### config.mk
export PLATFORM = sky130hd
export DESIGN_NAME = datapath_loader
export DESIGN_NICKNAME = d
export VERILOG_FILES = /design/src/rtl/datapath_pkg.sv /design/src/rtl/datapath_loader_run_timer.sv /design/src/rtl/datapath_loader.sv
export SDC_FILE = /design/constraint.sdc
export NUM_CORES = 1
export LEC_CHECK = 0
export CORE_MARGIN = 2
export CORE_UTILIZATION = 49
export DETAILED_ROUTE_END_ITERATION = 7
export MAX_ROUTING_LAYER = met4
export PLACE_DENSITY = 0.95
export REMOVE_ABC_BUFFERS = 1
export SKIP_CTS_REPAIR_TIMING = 1
export SLEW_MARGIN = 20
export SYNTH_ARGS = -nofsm -noshare
export SYNTH_HDL_FRONTEND = slang
export SYNTH_SLANG_ARGS = --single-unit
### constraint.sdc
create_clock -name clk -period 4.19 [get_ports clk]
set_input_delay 0.838 -clock clk [delete_from_list [all_inputs] [get_ports clk]]
set_output_delay 0.838 -clock clk [all_outputs]
set_load 0.005 [all_outputs]
### src/rtl/datapath_pkg.sv
// rtl/datapath_pkg.sv - shared state encoding and default sizing for the datapath loader
package datapath_pkg;

    localparam int DEF_DATA_W     = 32;
    localparam int DEF_REG_DEPTH  = 32;
    localparam int DEF_RAM_DEPTH  = 32;
    localparam int DEF_RUN_CYCLES = 75;

    typedef logic [2:0] state_t;

    localparam state_t ST_IDLE     = 3'd0;
    localparam state_t ST_LOAD_RF  = 3'd1;
    localparam state_t ST_LOAD_RAM = 3'd2;
    localparam state_t ST_RUN      = 3'd3;
    localparam state_t ST_DONE     = 3'd4;

endpackage

### src/rtl/datapath_loader_run_timer.sv
// rtl/datapath_loader_run_timer.sv - saturating RUN cycle counter with terminal-count flag
module datapath_loader_run_timer #(
    parameter int RUN_CYCLES = 75,
    parameter int CW         = $clog2(RUN_CYCLES + 1)
) (
    input  logic          clk,
    input  logic          reset,
    input  logic          clr,
    input  logic          en,
    output logic [CW-1:0] count,
    output logic          tc
);

    localparam logic [CW-1:0] TERM = CW'(RUN_CYCLES);

    // Holds at TERM so the DONE state reports the exact run length.
    always_ff @(posedge clk or negedge reset) begin
        if (!reset) begin
            count <= '0;
        end else if (clr) begin
            count <= '0;
        end else if (en && (count != TERM)) begin
            count <= count + 1'b1;
        end
    end

    assign tc = (count == TERM);

endmodule

### src/rtl/datapath_loader.sv
// rtl/datapath_loader.sv - image preload and fixed-length run sequencer for the MIPS datapath; optional DATAPATH_LOADER_CHECKSUM_EN
module datapath_loader
    import datapath_pkg::*;
#(
    parameter int DATA_W     = DEF_DATA_W,
    parameter int REG_DEPTH  = DEF_REG_DEPTH,
    parameter int RAM_DEPTH  = DEF_RAM_DEPTH,
    parameter int RUN_CYCLES = DEF_RUN_CYCLES
) (
    input  logic                                   clk,
    input  logic                                   reset,
    input  logic                                   start,
    output logic                                   src_rd,
    output logic [$clog2(REG_DEPTH+RAM_DEPTH)-1:0] src_addr,
    input  logic [DATA_W-1:0]                      src_data,
    input  logic                                   src_valid,
    output logic                                   rf_we,
    output logic [$clog2(REG_DEPTH)-1:0]           rf_addr,
    output logic [DATA_W-1:0]                      rf_wdata,
    output logic                                   ram_we,
    output logic [$clog2(RAM_DEPTH)-1:0]           ram_addr,
    output logic [DATA_W-1:0]                      ram_wdata,
    output logic                                   dp_reset,
    output logic                                   busy,
    output logic                                   done,
`ifdef DATAPATH_LOADER_CHECKSUM_EN
    output logic [DATA_W-1:0]                      load_csum,
    input  logic [DATA_W-1:0]                      exp_csum,
    output logic                                   csum_err,
`endif
    output logic [$clog2(RUN_CYCLES+1)-1:0]        cycle_count
);

    localparam int SRC_AW = $clog2(REG_DEPTH + RAM_DEPTH);
    localparam int RF_AW  = $clog2(REG_DEPTH);
    localparam int RAM_AW = $clog2(RAM_DEPTH);
    localparam int CW     = $clog2(RUN_CYCLES + 1);

    localparam logic [SRC_AW-1:0] LAST_RF  = SRC_AW'(REG_DEPTH - 1);
    localparam logic [SRC_AW-1:0] LAST_IDX = SRC_AW'(REG_DEPTH + RAM_DEPTH - 1);
    localparam logic [SRC_AW-1:0] RAM_BASE = SRC_AW'(REG_DEPTH);

    state_t state;
    logic   take;
    logic   start_ok;
    logic   run_tc;
    logic   csum_ok;

    assign take     = src_rd && src_valid;
    assign start_ok = start && ((state == ST_IDLE) || (state == ST_DONE));

`ifdef DATAPATH_LOADER_CHECKSUM_EN
    logic [DATA_W-1:0] csum_next;

    assign csum_next = load_csum ^ src_data;
    assign csum_ok   = (csum_next == exp_csum);

    always_ff @(posedge clk or negedge reset) begin
        if (!reset) begin
            load_csum <= '0;
            csum_err  <= 1'b0;
        end else if (start_ok) begin
            load_csum <= '0;
            csum_err  <= 1'b0;
        end else if (take) begin
            load_csum <= csum_next;
            if ((state == ST_LOAD_RAM) && (src_addr == LAST_IDX) && !csum_ok) begin
                csum_err <= 1'b1;
            end
        end
    end
`else
    assign csum_ok = 1'b1;
`endif

    datapath_loader_run_timer #(
        .RUN_CYCLES (RUN_CYCLES),
        .CW         (CW)
    ) u_run_timer (
        .clk   (clk),
        .reset (reset),
        .clr   (start_ok),
        .en    (state == ST_RUN),
        .count (cycle_count),
        .tc    (run_tc)
    );

    always_ff @(posedge clk or negedge reset) begin
        if (!reset) begin
            state     <= ST_IDLE;
            src_rd    <= 1'b0;
            src_addr  <= '0;
            rf_we     <= 1'b0;
            rf_addr   <= '0;
            rf_wdata  <= '0;
            ram_we    <= 1'b0;
            ram_addr  <= '0;
            ram_wdata <= '0;
            dp_reset  <= 1'b1;
            busy      <= 1'b0;
            done      <= 1'b0;
        end else begin
            rf_we  <= 1'b0;
            ram_we <= 1'b0;
            case (state)
                ST_IDLE, ST_DONE: begin
                    if (start) begin
                        state    <= ST_LOAD_RF;
                        src_rd   <= 1'b1;
                        src_addr <= '0;
                        dp_reset <= 1'b1;
                        busy     <= 1'b1;
                        done     <= 1'b0;
                    end
                end
                ST_LOAD_RF: begin
                    if (take) begin
                        rf_we    <= 1'b1;
                        rf_addr  <= RF_AW'(src_addr);
                        rf_wdata <= src_data;
                        src_addr <= src_addr + 1'b1;
                        if (src_addr == LAST_RF) begin
                            state <= ST_LOAD_RAM;
                        end
                    end
                end
                ST_LOAD_RAM: begin
                    if (take) begin
                        ram_we    <= 1'b1;
                        ram_addr  <= RAM_AW'(src_addr - RAM_BASE);
                        ram_wdata <= src_data;
                        src_addr  <= src_addr + 1'b1;
                        if (src_addr == LAST_IDX) begin
                            src_rd <= 1'b0;
                            // A bad image never releases the datapath.
                            if (csum_ok) begin
                                state <= ST_RUN;
                            end else begin
                                state <= ST_DONE;
                                busy  <= 1'b0;
                                done  <= 1'b1;
                            end
                        end
                    end
                end
                ST_RUN: begin
                    if (run_tc) begin
                        state    <= ST_DONE;
                        dp_reset <= 1'b1;
                        busy     <= 1'b0;
                        done     <= 1'b1;
                    end else begin
                        dp_reset <= 1'b0;
                    end
                end
                default: begin
                    state <= ST_IDLE;
                end
            endcase
        end
    end

endmodule

---- Yosys cells after proc, flatten, opt, wreduce, memory -nomap -nowiden ----
Index checks and enable logic that the tools add are counted.
storage, ports and cells
  flip-flop bits (word level) ............. 96
  bits of input ports ..................... 36
  output and inout port bits .............. 93
  logic and storage cells ................. 75
operators by class
  reductions and logical operators ........ 18
  muxes and demuxes ....................... 26
  equality and inequality tests ........... 15
  $add $sub $neg .......................... 3
operators with widths
  operator                                             count
  two-way mux 3 bit                                    6
  two-way mux 7 bit                                    2
  two-way mux 6 bit                                    2
  != test 2 bit, second input constant                 6
  one-hot mux 3 bit (4 select lines)                   1
  one-hot mux 6 bit (2 select lines)                   1
  two-way mux 1 bit                                    10
  one-hot mux 1 bit (2 select lines)                   4
  nonzero test 2 bit                                   4
  adder 7 x 1 -> 7 bit, second input constant          1
  equality test 7 bit, second input constant           1
  != test 7 bit, second input constant                 1
  adder 6 x 1 -> 6 bit, second input constant          1
  equality test 3 x 2 -> 1 bit, second input constant  2
  equality test 6 x 5 -> 1 bit, second input constant  1
  equality test 6 bit, second input constant           1
  AND reduction 2 bit                                  3
  AND reduction 3 bit                                  2
  AND reduction 6 bit                                  1
  subtractor 5 x 1 -> 5 bit, second input constant     1
  AND reduction 4 bit                                  1
  OR reduction 2 bit                                   2
  equality test 3 x 1 -> 1 bit, second input constant  1
  equality test 3 bit, second input constant           1
  4 further kinds                                      6

---- Depth between registers and ports, before layout ----
  word-level depth ........................ 4
  depth in mapped cells ................... 6
  mapped depth without buffers ............ 5

---- Hierarchy ----
From an unflattened synthesis, not the netlist that was laid out.
unflattened totals
  cells, all modules ...................... 273
  area total of the unflattened synthesis .. 4091.4 um^2
by module, submodules not included
  module                     instances  area each (um^2)  sequential area each (um^2)  cells each
  datapath_loader            1          3677.3            2228.4                       229
  datapath_loader_run_timer  1          414.1             175.2                        44

---- Worst setup path before layout ----
No wires, ideal clock.
  path type ............................... input port to flip-flop
  start point ............................. input src_valid
  end point ............................... register ram_wdata[10]
  arrival time ............................ 1714 ps
  stages .................................. 4
  required time ........................... 4065 ps
  slack ................................... 2352 ps
  path through ............................ nand2_1 -> nor3_2 -> buf_2 -> mux2_2
on the way
  cells in the longest elaborated chain, start to end .. 2
RTL lines
  element                        RTL line                text
  start, declared                datapath_loader.sv:16   input logic src_valid,
  logical AND 1 bit              datapath_loader.sv:49   assign take = src_rd && src_valid;
  AND reduction 2 bit (no line)  -
  end signal, assigned           datapath_loader.sv:131  ram_wdata <= src_data;
  end, declared                  datapath_loader.sv:22   output logic [DATA_W-1:0] ram_wdata,
No other way between the ends.
A chain may end at the register's enable or synchronous reset.

---- Worst setup path after layout ----
  start point ............................. input src_valid
  end point ............................... register ram_addr[2]
on the way
  cells in the longest elaborated chain, start to end .. 2
RTL lines
  element                        RTL line                text
  logical AND 1 bit              datapath_loader.sv:49
  AND reduction 2 bit (no line)  -
  end signal, assigned           datapath_loader.sv:130  ram_addr <= RAM_AW'(src_addr - RAM_BASE);
  end, declared                  datapath_loader.sv:21   output logic [$clog2(RAM_DEPTH)-1:0] ram_addr,
No other way between the ends.

==> results.md <==
- Status: complete, no violations
- CTS sink cnt: 96
- Met1 usage: 0.274
- Root Driver: clkbuf_8
- Post-Layout Cell Count: 504
- CTS Buf Count: 9
- Routed wire length: 8360 um
- Pwr dens: 676 nW/um2
- Vias in the first global route: 2,703
- Setup violators final: 0
- M3 GR Usage: 0.0423
- Post-route cell area: 5480 um2
- Final Max Tran Viols: 0
- Worst R2R Start: state[1]
- Slew at the pin closest to its max-slew limit: 0.923 ns
- GRT Max-Usage Layer: met2
- Total grt overflow: 0
- Dpl hpwl: 5960 um
- Period utilization: 0.619
- # rows: 32
- Initial DRC count: 97
- Layout net count: 435
- Die area: 8640 um2
- Max frequency: 386 MHz
- Relative slew slack: 0.385
- Critical Path AT: 2.82 ns
- Setup TNS: 0 ns
- Peak supply drop: 373 uV
- Worst setup path endpoint: ram_addr[2]
- Max_cap viols: 0
- Horiz. Die Dim: 92.9 um
- Fin util: 0.712
- Synth Register Bits: 96
- First-pass GRT wire length: 13,700 um
- Longest Clk Path Bufs: 2
- Hold Slack: 0.491 ns
- Share of the synthesized area in the top cell type: 0.613
- Drt pass-1 iters: 4
- Final ANT Viol Nets: 0
- Mapped Avg Cell Area: 14.6 um2
- Hold WC Path Type: flop to flop
- Setup CP Type: primary input to flop
- Final hold vios: 0
- Placer Congestion: 0.844
- Synthesized area: 3870 um2
- Placement Cell Area: 5250 um2
- Total chip power: 3.70 mW
- EDFF count, synth: 0
- Largest area contributor in the netlist: dfrtp_1
- Synthesized instance count: 266
- PortBufs: 128
- P_leak: 2.37 nW
- Ys flop type: dfrtp_1
- Crit path max fanout: 26
- Chip height: 92.9 um
- Top Ports: 129
- Minimum clock period: 2.59 ns
- Cell variety after synth: 48
- Area added between synthesis and finish: 41.3%
- DR DRC count: 0
- Layout cells sized above 1: 0.211
- Core Region: 7690 um2
- Worst-skew pair later-pin latency: 0.35 ns
- Antenna violations before repair: 0
- Data required, critical path: 4.42 ns
- Crit path launch: src_valid
- Gr usage total: 0.207
- # fillers: 541
- FFs w/ async S/R, synth: 1.00
- Worst Setup End Kind: flop
- Largest net degree at the start of global routing: 77
- Clk slew on worst S/H paths: 0.09 ns
- # diodes: 0
- Setup ws final: 1.60 ns
- R2R depth: 4
- R2R Setup Slk: 1.98 ns
- CTS tree: built
- Yosys warns: 0
- Initial core utilization: 0.504
- Placed Cells: 488
- Met2 Use GR: 0.326
- WL per Instance: 16.6 um
- Reg2reg end: ram_addr[2]
- Largest cells by area after synthesis: dfrtp_1, mux2_2, mux2_1, buf_6, nand2_1
- H-tree levels: 3
- RSZ-0062 raised after global routing: false
- Drt via density: 5.27
- Max Clock Skew: 0.0120 ns
- Register area share after synthesis: 0.620
- Crit path launch type: primary input
- Vias: 2,658
- Dpl ws: 1.20 ns
## layout make-up
class                           instances  area, um2  share of cell area
Clock inverter                          7        101              0.0185
Clock buffer                            9        124              0.0226
Multi-Input combinational cell        156       1390               0.254
Sequential cell                        96       2400               0.439
Timing Repair Buffer                  132       1320               0.241
Inverter                                2       7.51             0.00137
Tap cell                              102        128              0.0233
## worst min-delay path by stage
stage / startpoint / end / slack [ns] / depth (start not counted)
floorplan: done / done / 0.47 / 1
global placement: rf_wdata[25] / rf_wdata[25] / 0.47 / 1
detailed placement: rf_addr[2] / rf_addr[2] / 0.48 / 1
CTS: rf_addr[2] / rf_addr[2] / 0.50 / 1
global route: rf_addr[0] / rf_addr[0] / 0.52 / 1
finish: rf_addr[2] / rf_addr[2] / 0.49 / 1
## cells by family after synthesis
family	share of synthesized area
flops	0.620
mux	0.223
simple gates	0.0688
compound gates	0.0481
buf+inv	0.0242
xor+xnor	0.00904
fa+ha+maj	0.00646
## power by group
group          internal [mW]  switching, mW  total (mW)
Combinational          0.979          0.493        1.47
Clock                  0.343          0.327       0.670
Sequential              1.30          0.266        1.56
Total                   2.62           1.09        3.70
## worst max-delay path, cell delays in order
cell and delay, ns:
clkdlybuf4s50_1 0.48, nand2_1 0.17, nor3_4 0.69, buf_12 0.27, mux2_2 0.35
## cells in the mapped netlist, types with 3 or more instances
library cell,number
dfrtp_1,95
mux2_2,53
mux2_1,22
nand2_1,11
nor2_1,10
o21ai_0,8
buf_2,6
a21oi_1,5
buf_6,4
nand3_1,4
nand2b_1,3
## layer usage
layer	share of wire	wire, um
met1	0.44	3670
met5	0	0
met4	0.014	114
met2	0.49	4110
met3	0.055	459
## flip-flops by register name, summed over array words and instances, names as in the netlist, 3 cells and up
register           flops
state                  3
rf_wdata              32
ram_addr               5
ram_wdata             32
src_addr               6
u_run_timer.count      7
rf_addr                5
## cell usage in the layout (no fill, tap or decap), types with 5 or more instances in the layout
cell type / n
clkdlybuf4s50_1: 127
dfrtp_1: 95
mux2_2: 53
mux2_1: 22
nand2_1: 11
nor2_1: 10
clkbuf_8: 9
o21ai_0: 8
a21oi_1: 5
(Power assumes the default switching activity.)
